[config.mk]
export PLATFORM = sky130hd
export DESIGN_NAME = bl_serial_alu_flat
export DESIGN_NICKNAME = d
export VERILOG_FILES = /design/src/rtl/bl_serial_alu_pkg.sv /design/src/rtl/bl_serial_alu_if.sv /design/src/rtl/bl_serial_alu_lane_cell.sv /design/src/rtl/bl_serial_alu.sv /design/src/flat_wrapper.sv
export SDC_FILE = /design/constraint.sdc
export NUM_CORES = 1
export LEC_CHECK = 0
export CAP_MARGIN = 20
export CORE_MARGIN = 1.5
export CORE_UTILIZATION = 45
export CTS_BUF_LIST = sky130_fd_sc_hd__clkbuf_8
export DETAILED_ROUTE_END_ITERATION = 8
export GPL_TIMING_DRIVEN = 1
export PLACE_DENSITY = 0.81
export SYNTH_ARGS = -nofsm -noshare
export SYNTH_HDL_FRONTEND = slang
export SYNTH_SLANG_ARGS = --single-unit
[constraint.sdc]
create_clock -name clk -period 1.9 [get_ports clk]
set_input_delay 0.38 -clock clk [delete_from_list [all_inputs] [get_ports clk]]
set_output_delay 0.38 -clock clk [all_outputs]
set_load 0.005 [all_outputs]
[src/rtl/bl_serial_alu_pkg.sv]
// rtl/bl_serial_alu_pkg.sv - shared types and op decoding for the bit-serial bit-line ALU
package bl_alu_pkg;

    typedef enum logic [1:0] {
        OP_ADD = 2'd0,
        OP_SUB = 2'd1,
        OP_CMP = 2'd2
    } op_e;

    typedef enum logic [1:0] {
        IDLE  = 2'd0,
        READ  = 2'd1,
        WRITE = 2'd2,
        DONE  = 2'd3
    } state_e;

    localparam logic [1:0] OP_RESERVED     = 2'd3;
    localparam op_e        OP_RESERVED_MAP = OP_ADD;

    function automatic op_e decode_op(input logic [1:0] raw);
        case (raw)
            2'd1:        return OP_SUB;
            2'd2:        return OP_CMP;
            OP_RESERVED: return OP_RESERVED_MAP;
            default:     return OP_ADD;
        endcase
    endfunction

endpackage

[src/rtl/bl_serial_alu_if.sv]
// rtl/bl_serial_alu_if.sv - controller/array bus of the serial ALU; BL_LANE_MASK_EN adds lane masking
interface bl_serial_alu_if #(
    parameter int LANES   = 8,
    parameter int OP_BITS = 8
);
    localparam int IDX_W = (OP_BITS > 1) ? $clog2(OP_BITS) : 1;

    logic              start;
    logic [1:0]        op;
    logic              busy;
    logic              done;
    logic              rd_en;
    logic              rd_inv_b;
    logic [IDX_W-1:0]  bit_idx;
    logic [LANES-1:0]  bl;
    logic [LANES-1:0]  blb;
    logic              bl_valid;
    logic              wr_en;
    logic [LANES-1:0]  wr_data;
    logic [LANES-1:0]  cout;
`ifdef BL_LANE_MASK_EN
    logic [LANES-1:0]  lane_mask;
    logic [LANES-1:0]  wr_lane_en;

    modport master (
        output start, op, bl, blb, bl_valid, lane_mask,
        input  busy, done, rd_en, rd_inv_b, bit_idx, wr_en, wr_data, cout, wr_lane_en
    );
    modport slave (
        input  start, op, bl, blb, bl_valid, lane_mask,
        output busy, done, rd_en, rd_inv_b, bit_idx, wr_en, wr_data, cout, wr_lane_en
    );
`else
    modport master (
        output start, op, bl, blb, bl_valid,
        input  busy, done, rd_en, rd_inv_b, bit_idx, wr_en, wr_data, cout
    );
    modport slave (
        input  start, op, bl, blb, bl_valid,
        output busy, done, rd_en, rd_inv_b, bit_idx, wr_en, wr_data, cout
    );
`endif

endinterface

[src/rtl/bl_serial_alu_lane_cell.sv]
// rtl/bl_serial_alu_lane_cell.sv - one lane: ripple sum/carry from sensed BL/BLB with a carry flop
module bl_lane_cell (
    input  logic clk,
    input  logic rst,
    input  logic init_i,
    input  logic init_val_i,
    input  logic en_i,
    input  logic bl_i,
    input  logic blb_i,
    output logic sum_o,
    output logic carry_d_o
);
    logic carry_q;
    logic carry_d;
    logic prop;

    // BL=A&B and BLB=~(A|B) are both low exactly when A^B, i.e. the propagate term.
    always_comb begin
        prop    = ~(bl_i | blb_i);
        sum_o   = prop ^ carry_q;
        carry_d = carry_q;
        if (init_i) begin
            carry_d = init_val_i;
        end else if (en_i) begin
            carry_d = bl_i | (prop & carry_q);
        end
    end

    assign carry_d_o = carry_d;

    always_ff @(posedge clk) begin
        if (rst) begin
            carry_q <= 1'b0;
        end else begin
            carry_q <= carry_d;
        end
    end

endmodule

[src/rtl/bl_serial_alu.sv]
// rtl/bl_serial_alu.sv - bit-serial in-array ADD/SUB/CMP sequencer; BL_LANE_MASK_EN enables per-lane write masking
module bl_serial_alu
    import bl_alu_pkg::*;
#(
    parameter int LANES   = 8,
    parameter int OP_BITS = 8
) (
    input  logic                 clk,
    input  logic                 rst,
    bl_serial_alu_if.slave       bus
);
    localparam int               IDX_W    = (OP_BITS > 1) ? $clog2(OP_BITS) : 1;
    localparam logic [IDX_W-1:0] LAST_IDX = IDX_W'(OP_BITS - 1);

    state_e             state_q, state_d;
    op_e                op_q, op_d;
    logic [IDX_W-1:0]   bit_idx_q, bit_idx_d;
    logic [LANES-1:0]   wr_data_q, wr_data_d;
    logic [LANES-1:0]   cout_q, cout_d;
    logic               rd_inv_b_q, rd_inv_b_d;

    logic               accept;
    logic               step;
    logic               last_bit;
    op_e                start_op;
    logic [LANES-1:0]   mask_q;
    logic [LANES-1:0]   lane_en;
    logic [LANES-1:0]   sum;
    logic [LANES-1:0]   carry_nxt;

    assign accept   = (state_q == IDLE) && bus.start;
    assign step     = (state_q == READ) && bus.bl_valid;
    assign last_bit = (bit_idx_q == LAST_IDX);
    assign start_op = decode_op(bus.op);
    assign lane_en  = step ? mask_q : '0;

`ifdef BL_LANE_MASK_EN
    always_ff @(posedge clk) begin
        if (rst) begin
            mask_q <= '0;
        end else if (accept) begin
            mask_q <= bus.lane_mask;
        end
    end

    assign bus.wr_lane_en = mask_q;
`else
    assign mask_q = '1;
`endif

    for (genvar g = 0; g < LANES; g++) begin : g_lane
        bl_lane_cell u_cell (
            .clk        (clk),
            .rst        (rst),
            .init_i     (accept),
            .init_val_i (start_op != OP_ADD),
            .en_i       (lane_en[g]),
            .bl_i       (bus.bl[g]),
            .blb_i      (bus.blb[g]),
            .sum_o      (sum[g]),
            .carry_d_o  (carry_nxt[g])
        );
    end

    always_ff @(posedge clk) begin
        if (rst) begin
            state_q <= IDLE;
        end else begin
            state_q <= state_d;
        end
    end

    always_comb begin
        state_d = state_q;
        case (state_q)
            IDLE:  if (bus.start) state_d = READ;
            READ: begin
                if (bus.bl_valid) begin
                    if (op_q != OP_CMP) begin
                        state_d = WRITE;
                    end else if (last_bit) begin
                        state_d = DONE;
                    end
                end
            end
            WRITE: state_d = last_bit ? DONE : READ;
            DONE:  state_d = IDLE;
            default: state_d = IDLE;
        endcase
    end

    always_comb begin
        op_d       = op_q;
        bit_idx_d  = bit_idx_q;
        wr_data_d  = wr_data_q;
        cout_d     = cout_q;
        rd_inv_b_d = rd_inv_b_q;
        case (state_q)
            IDLE: begin
                if (bus.start) begin
                    op_d       = start_op;
                    bit_idx_d  = '0;
                    rd_inv_b_d = (start_op != OP_ADD);
                end
            end
            READ: begin
                if (bus.bl_valid) begin
                    wr_data_d = sum;
                    if (op_q == OP_CMP && !last_bit) begin
                        bit_idx_d = bit_idx_q + IDX_W'(1);
                    end
                end
            end
            WRITE: begin
                if (!last_bit) begin
                    bit_idx_d = bit_idx_q + IDX_W'(1);
                end
            end
            DONE:    rd_inv_b_d = 1'b0;
            default: ;
        endcase
        // Capture on entry so cout is already valid in the cycle done pulses.
        if (state_d == DONE && state_q != DONE) begin
            cout_d = carry_nxt & mask_q;
        end
    end

    always_ff @(posedge clk) begin
        if (rst) begin
            op_q       <= OP_ADD;
            bit_idx_q  <= '0;
            wr_data_q  <= '0;
            cout_q     <= '0;
            rd_inv_b_q <= 1'b0;
        end else begin
            op_q       <= op_d;
            bit_idx_q  <= bit_idx_d;
            wr_data_q  <= wr_data_d;
            cout_q     <= cout_d;
            rd_inv_b_q <= rd_inv_b_d;
        end
    end

    always_comb begin
        bus.busy     = (state_q != IDLE);
        bus.done     = (state_q == DONE);
        bus.rd_en    = (state_q == READ);
        bus.wr_en    = (state_q == WRITE);
        bus.rd_inv_b = rd_inv_b_q;
        bus.bit_idx  = bit_idx_q;
        bus.wr_data  = wr_data_q;
        bus.cout     = cout_q;
    end

endmodule

[src/flat_wrapper.sv]
// flat-port wrapper written by rule: the top's interface ports become plain ports
module bl_serial_alu_flat import bl_alu_pkg::*;
#(
    parameter int LANES   = 8,
    parameter int OP_BITS = 8
)
  (clk, rst, bus_start, bus_op, bus_bl, bus_blb, bus_bl_valid, bus_busy, bus_done, bus_rd_en, bus_rd_inv_b, bus_bit_idx, bus_wr_en, bus_wr_data, bus_cout);
  bl_serial_alu_if #(.LANES(LANES), .OP_BITS(OP_BITS)) bus_i ();
  input  logic clk;
  input  logic rst;
  input wire logic [$bits(bus_i.start)-1:0] bus_start;
  input wire logic [$bits(bus_i.op)-1:0] bus_op;
  input wire logic [$bits(bus_i.bl)-1:0] bus_bl;
  input wire logic [$bits(bus_i.blb)-1:0] bus_blb;
  input wire logic [$bits(bus_i.bl_valid)-1:0] bus_bl_valid;
  output wire logic [$bits(bus_i.busy)-1:0] bus_busy;
  output wire logic [$bits(bus_i.done)-1:0] bus_done;
  output wire logic [$bits(bus_i.rd_en)-1:0] bus_rd_en;
  output wire logic [$bits(bus_i.rd_inv_b)-1:0] bus_rd_inv_b;
  output wire logic [$bits(bus_i.bit_idx)-1:0] bus_bit_idx;
  output wire logic [$bits(bus_i.wr_en)-1:0] bus_wr_en;
  output wire logic [$bits(bus_i.wr_data)-1:0] bus_wr_data;
  output wire logic [$bits(bus_i.cout)-1:0] bus_cout;
  assign bus_i.start = bus_start;
  assign bus_i.op = bus_op;
  assign bus_i.bl = bus_bl;
  assign bus_i.blb = bus_blb;
  assign bus_i.bl_valid = bus_bl_valid;
  assign bus_busy = bus_i.busy;
  assign bus_done = bus_i.done;
  assign bus_rd_en = bus_i.rd_en;
  assign bus_rd_inv_b = bus_i.rd_inv_b;
  assign bus_bit_idx = bus_i.bit_idx;
  assign bus_wr_en = bus_i.wr_en;
  assign bus_wr_data = bus_i.wr_data;
  assign bus_cout = bus_i.cout;
  bl_serial_alu #(.LANES(LANES), .OP_BITS(OP_BITS)) u_core (.clk(clk), .rst(rst), .bus(bus_i));
endmodule
==> run metrics <==
total wire length 3930 um; Simple-Gate Fraction of Synth Area 0.179; crit start category register; full die area 4130 um^2; Die Ht 64.2 um; met1 WL 1690 um; Clock Pin Slew Worst Setup and Hold Paths 0.07 ns; largest family of logic cells by synthesized area compound AO/OA/AOI/OAI gates; FFs w/ async S/R, synth 0; Worst Hold Class register to register; drt drc 0; Critical Path Fanout Max 5; critical path required time about 1.5 ns; mean routed wirelength per cell 13.1 um; first-pass GRT wire length roughly 6600 um; pin count of the biggest net entering global routing 33; multiplexer share of the synthesized area 0.0474; vias per std cell 5.18; Worst R2R Setup Slack roughly 0.12 ns; fin crit share 0.975; Final Hold Fails 0; Final Wtd Congestion between 0.9 and 1; CTS Buffer Depth 2; Max-Cap Viols 0; Clock Sinks 32; minimum period implied by the final worst setup slack ~1.9 ns; most common cell after layout, fill and taps aside clkdlybuf4s50_1; Seq/Total Area, Yosys 0.380; Area Overhead vs Synth 44.3%; antenna diode count 0; Syn Inst Count between 150 and 200; synth unique cells 27; Layout Nets a little under 300; Gate power share 0.311; H-Tree Depth 2; antenna violations before repair 0; IO Pins 46; RSZ-0062 raised after global routing yes; vias in the first global route roughly 1500; Seq cells post-synth 32; clk_lat worst skew 0.28 ns; crit end category output pin; Setup Viol. Count Final 0; initial drt markers between 60 and 70; Sw Share 0.290; Clock Power Share 0.309; port bufs 45; fmax about 0.54 GHz; GRT overflow 0; Sw Pwr 591 uW; Post-CTS Setup Repair Bufs 0; Syn Std Cell Area between 1500 and 2000 um^2; CTS Buf Count 5; share of cells above drive strength 1 0.131; top routing layer used met4; syn avg cell area between 8 and 9 um^2; routed wl met3 between 200 and 250 um; Peak VDD IR around 0.00044 V; DIE WIDTH between 60 and 70 um; Power Dens Cells ~840 nW/um^2; Post-synth EDFFs 0; Max stage delay cell, worst path clkdlybuf4s50_1; critical path class register to output pin; xor/xnor share of the synthesized area 0; crit-path cells inv_1, ha_2, clkdlybuf4s50_1; clock skew between 0.004 and 0.005 ns; Slew HR 0.725; Synth Area in Compound Gates 0.213; area post-placement about 2300 um^2; Synth Flop Type dfxtp_1; Routed Antenna Nets 0; Seq pwr share 0.380; crit-path max cell delay 0.51 ns; Row Count 22; Core Box Area between 3000 and 4000 um^2; DR vias about 1600; most frequent cells in the layout clkdlybuf4s50_1, dfxtp_1, nand2_1, a21oi_1, nor2_1; met2 WL post-DR roughly 2000 um; CTS Root Cell clkbuf_8; Adder-Cell Fraction of Synth Area 0.119; LEAKAGE 1.06 nW; cell-internal power about 1.4 mW; Arr. time, crit path between 1 and 1.5 ns; Pwr Total ~2.0 mW; outcome finished, final reports clean; first drt pass iteration count 4; Design Area, Final 2440 um^2; Worst-Margin Slew just over 0.4 ns; Total Routing Usage GR 0.204; max-slew violations 0; YS warnings 0; syn_nets around 230; Initial Utilization 0.465; CTS tree built; Post-DP HPWL 2880 um
stage by stage:
step	instances	TNS, ns	util	hold slack, ns	worst slack [ns]
2_1_floorplan	195	0	-	0.448	0.225
3_3_place_gp	292	-0.261	0.627	0.440	-0.0334
3_5_place_dp	292	-0.548	0.627	0.443	-0.0939
4_1_cts	300	0	0.666	0.452	0.00761
5_1_grt	300	-0.0337	0.670	0.478	-0.0269
6_report	300	0	0.670	0.455	0.0472
registers in the layout, indices dropped and copies added, names as in the netlist:
register	count
u_core.bus.cout	8
u_core.bus.wr_data	8
u_core.g_lane.u_cell.carry_q	8
u_core.bus.bit_idx	3
u_core.op_q	2
u_core.state_q	2
u_core.bus.rd_inv_b	1
per-layer routing:
metal,vias to the layer above,global-route usage
met2,50,0.350
met3,6,0.0511
met4,0,0.0691
met1,717,0.247
met5,-,0
li1,782,-
logic make-up after synthesis:
family,after synthesis
buffers and inverters,25
flip-flops,32
AND/OR/NAND/NOR,65
adder cells (fa/ha/maj),16
AO/OA/AOI/OAI,49
multiplexers,8
power by group through the flow:
| stage | Combinational, mW | Clock, mW | Sequential (mW) |
|---|---|---|---|
| 2_1_floorplan | 0.336 | 0 | 0.785 |
| 6_report | 0.634 | 0.629 | 0.775 |
| 3_5_place_dp | 0.599 | 0 | 0.786 |
| 3_3_place_gp | 0.590 | 0 | 0.786 |
| 5_1_grt | 0.692 | 0.673 | 0.783 |
| 4_1_cts | 0.629 | 0.644 | 0.773 |
worst max-delay path, delay by kind of cell, from the launching register on:
| family | cells | cell delay (ns) |
|---|---|---|
| flip-flops | 1 | 0.31 |
| adder cells (fa/ha/maj) | 1 | 0.25 |
| buffers and inverters | 2 | 0.63 |
repair_timing:
item	CTS	global route
setup endpoints to repair	4	12
resized for setup	6	5
hold buffers	0	0
worst paths after layout:
| check | from | end | depth (start not counted) |
|---|---|---|---|
| max | u_core.state_q[0] | bus_wr_en | 3 |
| min | u_core.bus.wr_data[5] | u_core.bus.wr_data[5] | 2 |
| min reg2reg | u_core.bus.wr_data[5] | u_core.bus.wr_data[5] | 2 |
| max reg2reg | u_core.bus.bit_idx[0] | u_core.bus.cout[4] | 6 |
layout make-up:
class / count / area (um^2)
flip-flops and latches: 32 / 642
fillers: 314 / 1200
clock buffers: 5 / 68.8
multi-input cells: 138 / 990
well taps: 48 / 60.1
inverters: 15 / 56.3
clock inverters: 3 / 38.8
repair buffers: 59 / 581
cell usage after synthesis, drive strengths merged, types with 2 or more instances:
cell | count | area [um^2]
a211oi | 3 | 22.5
a21oi | 24 | 124
a221oi | 8 | 70.1
and2 | 2 | 12.5
buf | 6 | 33.8
clkbuf | 4 | 15.0
dfxtp | 32 | 641
ha | 16 | 200
inv | 15 | 56.3
mux2i | 8 | 80.1
nand2 | 23 | 86.3
nand2b | 14 | 87.6
nand3 | 4 | 20.0
nor2 | 19 | 71.3
o21ai | 2 | 13.8
o21bai | 8 | 60.1
Power figures use the tool's default switching activity.
==> variant, RTL diff (same flow settings) <==
`wr_data_q` no longer has a reset.
--- a/src/rtl/bl_serial_alu.sv
+++ b/src/rtl/bl_serial_alu.sv
@@ -130,5 +130,4 @@
             op_q       <= OP_ADD;
             bit_idx_q  <= '0;
-            wr_data_q  <= '0;
             cout_q     <= '0;
             rd_inv_b_q <= 1'b0;
@@ -136,8 +135,11 @@
             op_q       <= op_d;
             bit_idx_q  <= bit_idx_d;
-            wr_data_q  <= wr_data_d;
             cout_q     <= cout_d;
             rd_inv_b_q <= rd_inv_b_d;
         end
+    end
+
+    always_ff @(posedge clk) begin
+        wr_data_q <= wr_data_d;
     end
 
Behaviour: differs if rst is asserted again (counterexample within 4 cycles, from zero or initial values and one cycle with rst high); with rst held inactive, the same outputs for 10 cycles.
==> variant against the unedited design <==
Total power grew 2.1%. Via count shrank 11%. Synthesized area shrank 1.5%. Worst setup slack lost 0.011 ns. Worst hold slack gained 0.020 ns. Sequential share of layout area grew 4.1 points. Die area shrank 1.4%. Critical path type unchanged. Sequential cell count is the same. Largest power group unchanged. Clock skew grew 0.0020 ns. Routed wire length shrank 5.7%. Final area shrank 2.0%. Clock power is essentially flat. Critical path depth is the same. Utilization grew 2.3 points. Largest cell class unchanged.
==> variant: results (changes against the unedited design) <==
- Peak supply drop: 0.620 mV (+40%)
- Vias in the first global route: 1,296 (-12%)
- GPL Wtd Cong: 0.861 (-5.4%)
- Combinational Power Share: 30.1% (-1.0 points)
- WHS Endpoint: u_core.bus.bit_idx[1]$_SDFFE_PP0P_
- Min Hold Slack: 0.474 ns (+0.0195 ns)
- Outcome: complete, no violations
- Final Power: 2080 µW (+2.1%)
- Met3 Usage GRT: 5.63% (+0.53 points)
- Non-filler instance count after layout: 274 (-8.7%)
- Pre-CTS WS: -0.104 ns (-0.0105 ns)
- GRT met1 Usage: 25.2% (+0.55 points)
- Least-Margin Pin Slew: 0.516 ns (+0.104 ns)
- Clock Skews: 0.00669 ns (+0.00201 ns)
- Largest net degree at the start of global routing: 18 (-45%)
- R2R Path End: u_core.bus.cout[3]$_SDFFE_PP0P_
- Net Sw Frac: 28.5% (-0.53 points)
- LEAKAGE: 0.00107 µW (+1.3%)
- Area post-placement: 2220 µm² (-2.5%)
- Yosys cell types: 32 (+19%)
- Hold_sp: u_core.bus.bit_idx[1]$_SDFFE_PP0P_
- FF-to-FF path depth: 7 (+1)
- Total Routing Usage GR: 19.0% (-1.4 points)
- Syn_area_per_cell: 9.72 µm² (+12%)
- Post-synth top cells: dfxtp_1, nor2_1, a21oi_1
- Syn nets: 209 (-10%)
- Iter 0 DRT Violations: 81 (+29%)
- Drt total wl: 3700 µm (-5.7%)
- Hpwl dp: 2680 µm (-7.1%)
## variant: changes by cell type after synthesis, moves of 2 or more
cell	unedited run	this run
or2_0	0	2
a211oi_1	3	1
dfxtp_1	32	24
nand2_1	23	8
edfxtp_1	0	8
o21ai_0	1	3
inv_1	15	12
nor2_1	19	21
nand3_1	4	2
a21oi_1	23	17
nand2b_1	14	12
## variant: kinds of logic (layout without fill, tap and decap cells)
| group | count (synthesis) | in the layout | share of synthesized area [%] |
|---|---|---|---|
| buf+inv | 22 | 79 | 5.79 |
| simple gates | 52 | 52 | 15.7 |
| fa+ha+maj | 16 | 16 | 12.0 |
| mux | 8 | 8 | 4.82 |
| flops | 32 | 32 | 43.3 |
| compound gates | 41 | 41 | 18.3 |
## variant: layer usage
layer / vias up / share of wire [%]
li1: 713 / -
met1: 623 / 48
met2: 39 / 45
met3: 8 / 5.2
met4: 0 / 1.6
met5: - / 0
## variant: worst max path at each step
stage | startpoint | endpoint | slack [ns]
after detailed placement | bus_op[0] | u_core.bus.cout[0]$_SDFFE_PP0P_ | -0.10
after floorplan | u_core.state_q[1]$_SDFF_PP0_ | u_core.bus.cout[0]$_SDFFE_PP0P_ | 0.13
final | u_core.state_q[0]$_SDFF_PP0_ | bus_wr_en | 0.04
after global placement | bus_op[0] | u_core.bus.cout[4]$_SDFFE_PP0P_ | -0.11
after global routing | u_core.state_q[0]$_SDFF_PP0_ | bus_wr_en | 0.005
after CTS | u_core.state_q[0]$_SDFF_PP0_ | bus_busy | 0.002
## variant: final cells by class
type | instances | area [µm²] | area share (%)
multi-input cells | 117 | 873 | 36.6
flip-flops and latches | 32 | 726 | 30.4
repair buffers | 57 | 568 | 23.8
clock buffers | 5 | 68.8 | 2.88
well taps | 46 | 57.6 | 2.41
inverters | 14 | 55.1 | 2.31
clock inverters | 3 | 38.8 | 1.62
